`src/rtl/ps2_codes_pkg.sv`:
```
// PS/2 keyboard byte constants and scancode filter state encoding.
// Shared by the scancode FIFO and the Morse encoder.
package ps2_codes_pkg;

  localparam logic [7:0] PS2_BREAK    = 8'hF0;
  localparam logic [7:0] PS2_EXT      = 8'hE0;
  localparam logic [7:0] PS2_BAT_OK   = 8'hAA;
  localparam logic [7:0] PS2_ACK      = 8'hFA;
  localparam logic [7:0] PS2_ECHO     = 8'hEE;
  localparam logic [7:0] PS2_RESEND   = 8'hFE;
  localparam logic [7:0] PS2_ERR0     = 8'h00;
  localparam logic [7:0] PS2_ERR1     = 8'hFF;
  localparam logic [7:0] PS2_BAT_FAIL = 8'hFC;

  localparam logic [1:0] ST_IDLE      = 2'd0;
  localparam logic [1:0] ST_BREAK     = 2'd1;
  localparam logic [1:0] ST_EXT       = 2'd2;
  localparam logic [1:0] ST_EXT_BREAK = 2'd3;

  // Keyboard status/error bytes that never represent a key.
  function automatic logic is_status_byte(input logic [7:0] b);
    return (b == PS2_ERR0) || (b == PS2_ERR1) || (b == PS2_BAT_OK) ||
           (b == PS2_ECHO) || (b == PS2_ACK)  || (b == PS2_BAT_FAIL) ||
           (b == PS2_RESEND);
  endfunction

endpackage

```
`src/rtl/sync_fifo_fwft.sv`:
```
// Single-clock first-word-fall-through FIFO; a push into a full FIFO is
// accepted only when a pop happens in the same cycle.
module sync_fifo_fwft #(
  parameter int DEPTH  = 16,
  parameter int ADDR_W = 4,
  parameter int WIDTH  = 8
) (
  input  logic              clk,
  input  logic              rst_n,
  input  logic              i_push,
  input  logic [WIDTH-1:0]  i_data,
  input  logic              i_pop,
  input  logic              i_clear,
  output logic [WIDTH-1:0]  o_data,
  output logic [ADDR_W:0]   o_count,
  output logic              o_full,
  output logic              o_empty
);

  localparam logic [ADDR_W-1:0] PTR_ONE = ADDR_W'(1);
  localparam logic [ADDR_W:0]   CNT_ONE = (ADDR_W+1)'(1);
  localparam logic [ADDR_W:0]   CNT_MAX = (ADDR_W+1)'(DEPTH);

  logic [WIDTH-1:0]  r_mem [DEPTH];
  logic [ADDR_W-1:0] r_wr_ptr;
  logic [ADDR_W-1:0] r_rd_ptr;
  logic [ADDR_W:0]   r_count;
  logic              w_push;
  logic              w_pop;

  assign o_empty = (r_count == '0);
  assign o_full  = (r_count == CNT_MAX);
  assign o_count = r_count;
  assign w_pop   = i_pop & ~o_empty;
  assign w_push  = i_push & (~o_full | w_pop);
  // Head is forced to zero while empty so the output never shows stale storage.
  assign o_data  = o_empty ? '0 : r_mem[r_rd_ptr];

  always_ff @(posedge clk or negedge rst_n) begin
    if (!rst_n) begin
      r_wr_ptr <= '0;
      r_rd_ptr <= '0;
      r_count  <= '0;
    end else if (i_clear) begin
      r_wr_ptr <= '0;
      r_rd_ptr <= '0;
      r_count  <= '0;
    end else begin
      if (w_push) r_wr_ptr <= r_wr_ptr + PTR_ONE;
      if (w_pop)  r_rd_ptr <= r_rd_ptr + PTR_ONE;
      if (w_push && !w_pop)      r_count <= r_count + CNT_ONE;
      else if (w_pop && !w_push) r_count <= r_count - CNT_ONE;
    end
  end

  always_ff @(posedge clk) begin
    if (w_push && !i_clear) r_mem[r_wr_ptr] <= i_data;
  end

endmodule

```
`src/rtl/ps2_scancode_fifo.sv`:
```
// Filters PS/2 break, extended and status bytes and queues make codes
// for the Morse encoder behind a valid/ready handshake.
module ps2_scancode_fifo
  import ps2_codes_pkg::*;
#(
  parameter int DEPTH  = 16,
  parameter int ADDR_W = 4
) (
  input  logic              clk,
  input  logic              rst_n,
  input  logic [7:0]        ps2_received_data,
  input  logic              ps2_received_data_strb,
  input  logic              clear,
  output logic [7:0]        code_data,
  output logic              code_valid,
  input  logic              code_ready,
  output logic [ADDR_W:0]   fifo_count,
  output logic              overflow
);

  logic [1:0] r_state;
  logic [1:0] w_state_next;
  logic       w_push_req;
  logic       w_full;
  logic       w_empty;
  logic       r_overflow;

  always_comb begin
    w_state_next = ST_IDLE;
    w_push_req   = 1'b0;
    case (r_state)
      ST_IDLE: begin
        if (ps2_received_data == PS2_BREAK)    w_state_next = ST_BREAK;
        else if (ps2_received_data == PS2_EXT) w_state_next = ST_EXT;
        else if (!is_status_byte(ps2_received_data))
          w_push_req = ps2_received_data_strb & ~clear;
      end
      ST_EXT: begin
        if (ps2_received_data == PS2_BREAK) w_state_next = ST_EXT_BREAK;
      end
      default: w_state_next = ST_IDLE;
    endcase
  end

  always_ff @(posedge clk or negedge rst_n) begin
    if (!rst_n) begin
      r_state    <= ST_IDLE;
      r_overflow <= 1'b0;
    end else if (clear) begin
      r_state    <= ST_IDLE;
      r_overflow <= 1'b0;
    end else begin
      if (ps2_received_data_strb) r_state <= w_state_next;
      // code_ready while full always means a pop, which makes room.
      if (w_push_req && w_full && !code_ready) r_overflow <= 1'b1;
    end
  end

  sync_fifo_fwft #(
    .DEPTH  (DEPTH),
    .ADDR_W (ADDR_W),
    .WIDTH  (8)
  ) u_fifo (
    .clk     (clk),
    .rst_n   (rst_n),
    .i_push  (w_push_req),
    .i_data  (ps2_received_data),
    .i_pop   (code_ready),
    .i_clear (clear),
    .o_data  (code_data),
    .o_count (fifo_count),
    .o_full  (w_full),
    .o_empty (w_empty)
  );

  assign code_valid = ~w_empty;
  assign overflow   = r_overflow;

endmodule

```
`config.mk`:
```
export PLATFORM = sky130hd
export DESIGN_NAME = ps2_scancode_fifo
export DESIGN_NICKNAME = d
export VERILOG_FILES = /design/src/rtl/ps2_codes_pkg.sv /design/src/rtl/sync_fifo_fwft.sv /design/src/rtl/ps2_scancode_fifo.sv
export SDC_FILE = /design/constraint.sdc
export NUM_CORES = 1
export LEC_CHECK = 0
export BUFFER_PORTS_ARGS = -buffer_cell sky130_fd_sc_hd__buf_2
export CORE_MARGIN = 5
export CORE_UTILIZATION = 55
export CTS_CLUSTER_SIZE = 8
export DETAILED_ROUTE_END_ITERATION = 10
export GPL_TIMING_DRIVEN = 0
export PLACE_DENSITY = 0.8
export SETUP_SLACK_MARGIN = 0.02
export SKIP_CTS_REPAIR_TIMING = 1
export SYNTH_ARGS = -nofsm -noshare
export SYNTH_HDL_FRONTEND = slang
export SYNTH_HIERARCHICAL = 1
export SYNTH_SLANG_ARGS = --single-unit
```
`constraint.sdc`:
```
create_clock -name clk -period 3.9 [get_ports clk]
set_clock_uncertainty 0.05 [all_clocks]
set_input_delay 0.195 -clock clk [delete_from_list [all_inputs] [get_ports clk]]
set_output_delay 0.195 -clock clk [all_outputs]
set_load 0.005 [all_outputs]
```
==> out/results.ini <==
[drt]
post_drt_via_cell_ratio = 6.20
dr.pass1.iters = 5
drt_wl_total_mm = 13.0
wl_per_cell_um = 23.5
postRouteAntennaNets = 0
drc = 0
drtIter0Drc = 329
vias = 3433

[setup_path]
reg2regPathDepth = 6
crit_path_end_kind = output port
crit_fanout = 10
required_ns = 3.65
r2r-end = u_fifo/r_mem[9][7]
crit_path_start_kind = register
r2r_start = r_state[1]
worstSetupEndpoint = code_data[4]
cp.arrival_ns = 3.10
startpoint = u_fifo/r_rd_ptr[1]
crit_type = reg -> out
r2r_slack_ns = 0.61

[cts]
clock_sinks = 144
cts_tree = done
clkLatencyLatePin_ns = 0.52
cts.clk_slew.worst_paths_ns = 0.06
root_buffer = clkbuf_8
htree_levels = 4
clk_path_buf_depth = 2
numCtsBuffers = 17

[place]
port_buffers = 27
place_area_um2 = 6440
hpwl_mm = 7.94
gp_congestion = 0.787

[yosys]
synth_seq_cells = 144
synth_top_family_by_area = multiplexers
synth_warnings = 6
synth_compound_area_share_pct = 4.33
avgSynthCellArea_um2 = 17.5
synth_xor_area_share_pct = 1.00
synth-edff-count = 128
synth-simple-area-share_pct = 7.39
synth_area_um2 = 6130
yosys-mux-area-fraction_pct = 14.4
synth_nets = 374
synth_fa_ha_area_share_pct = 2.16
synth_flop_cell = edfxtp_1
synthCells = 351
ys_seq_area_share_pct = 69.2
ys_async_sr_fraction_pct = 11.1
yosysUniqueCellTypes = 44

[cells_and_area]
nets = 424
final_area_um2 = 7070
final_common_cell = edfxtp_1
fill_cells = 717
layout_common_cells = edfxtp_1 (128), buf_2 (32), mux4_2 (32)
area_growth_pct = 15.3
antenna_cells = 0
drive_gt1_share_pct = 23.7

[min_path]
hold_path_class = in -> reg
min_path_cells = 1

[floorplanning]
pin_count = 28
num_rows = 38
die_area_um2 = 13400
start_util_pct = 56.3
fp.dieW_um = 116
fp.dieH_um = 116
core-area_um2 = 10900

[sta]
finalCritPeriodShare_pct = 85.8
fmax_mhz = 299
worstMarginPinSlew_ns = 0.908
setup_viol = 0
min_period_ns = 3.35
final-max-slew-violation-count = 0
max_slew_margin_pct = 39.2
finalSetupTns_ns = 0
rsz0062_at_grt = false
hold_violations = 0

[grt]
met3_usage_pct = 6.37
met2_usage_pct = 35.5
grt_busiest_layer = met2
overflow = 0
antenna_found_initial = 0
grt_first_pass_wirelength_mm = 20.5
grt_use_total_pct = 21.7
met1_usage_pct = 28.4
grt_pass1_vias = 3553
grt_max_degree = 24

[power]
p_leak_nw = 2.35
power_density_nw_per_um2 = 592
vdd_drop_max_v = 0.000344

[run_status]
outcome = finished, final reports clean

[job]
maxCapViolCount = 0

-- per-layer routing --
| metal | up-vias | share of wire (%) |
|---|---|---|
| met5 | - | 0 |
| li1 | 1496 | - |
| met4 | 0 | 1.4 |
| met2 | 142 | 52 |
| met3 | 16 | 7.1 |
| met1 | 1779 | 40 |
-- worst max-delay path, stage by stage, from the launching register on --
cell,delay [ns]
dfrtp_1,0.34
buf_2,0.27
buf_1,0.62
buf_2,0.42
mux4_2,0.40
mux2i_1,0.23
a211oi_1,0.13
buf_2,0.17
-- synth_stat cells (all sizes together) (7+ instances only) --
master    n  area share [%]
edfxtp  128              63
mux4     32              12
nor2     30             1.8
a211oi   16             2.0
dfrtp    16             6.5
nor2b    14             1.4
mux2i    13             2.1
clkbuf    9            0.55
ha        9             1.8
nand2     9            0.55
a21oi     7            0.57
buf       7            0.53
nand3     7            0.57
-- area by class of cell --
class	instances	area, um2	area share [%]
buffer	16	66.3	0.938
clock buffer	18	418	5.91
clock inverter	14	171	2.42
inverter	6	22.5	0.319
multi-input combinational	185	1800	25.4
sequential	144	4240	60.0
tap	140	175	2.48
timing repair buffer	31	175	2.48
-- metrics by stage --
step,power [W],instances,hold slack (ns),util [%],setup slack [ns]
floorplan,0.00233,351,-0.151,-,1.32
global placement,0.00258,518,0.0892,59.1,0.460
detailed placement,0.00260,518,0.0919,59.1,0.340
CTS,0.00421,550,-0.470,64.6,0.518
global route,0.00439,554,0.0477,64.9,0.349
finish,0.00419,554,0.0545,64.9,0.553
-- power by group --
| group | total, W | internal, W | switching (W) |
|---|---|---|---|
| Sequential | 0.00176 | 0.00171 | 0.0000438 |
| Clock | 0.00160 | 0.00102 | 0.000576 |
| Combinational | 0.000828 | 0.000371 | 0.000457 |
-- logic make-up after synthesis --
kind of cell,after synthesis
buffers and inverters,22
flip-flops,144
adder cells (fa/ha/maj),10
AND/OR/NAND/NOR,84
AO/OA/AOI/OAI,36
multiplexers,48
XOR/XNOR,7
-- how the worst min path moves through the flow --
stage                          from                   to  slack [ns]
2_1_floorplan                 rst_n             overflow       -0.15
3_3_place_gp                  rst_n    u_fifo/o_count[2]        0.09
3_5_place_dp                  rst_n    u_fifo/o_count[2]        0.09
4_1_cts                       rst_n    u_fifo/o_count[2]       -0.47
5_1_grt        ps2_received_data[7]  u_fifo/r_mem[13][7]        0.05
6_report       ps2_received_data[6]   u_fifo/r_mem[5][6]        0.05
-- flip-flops by register name (all words and copies together), names as in the netlist --
name             flops
u_fifo/r_rd_ptr      4
u_fifo/r_wr_ptr      4
r_state              2
u_fifo/r_mem       128
overflow             1
u_fifo/o_count       5
Power figures use the tool's default switching activity.
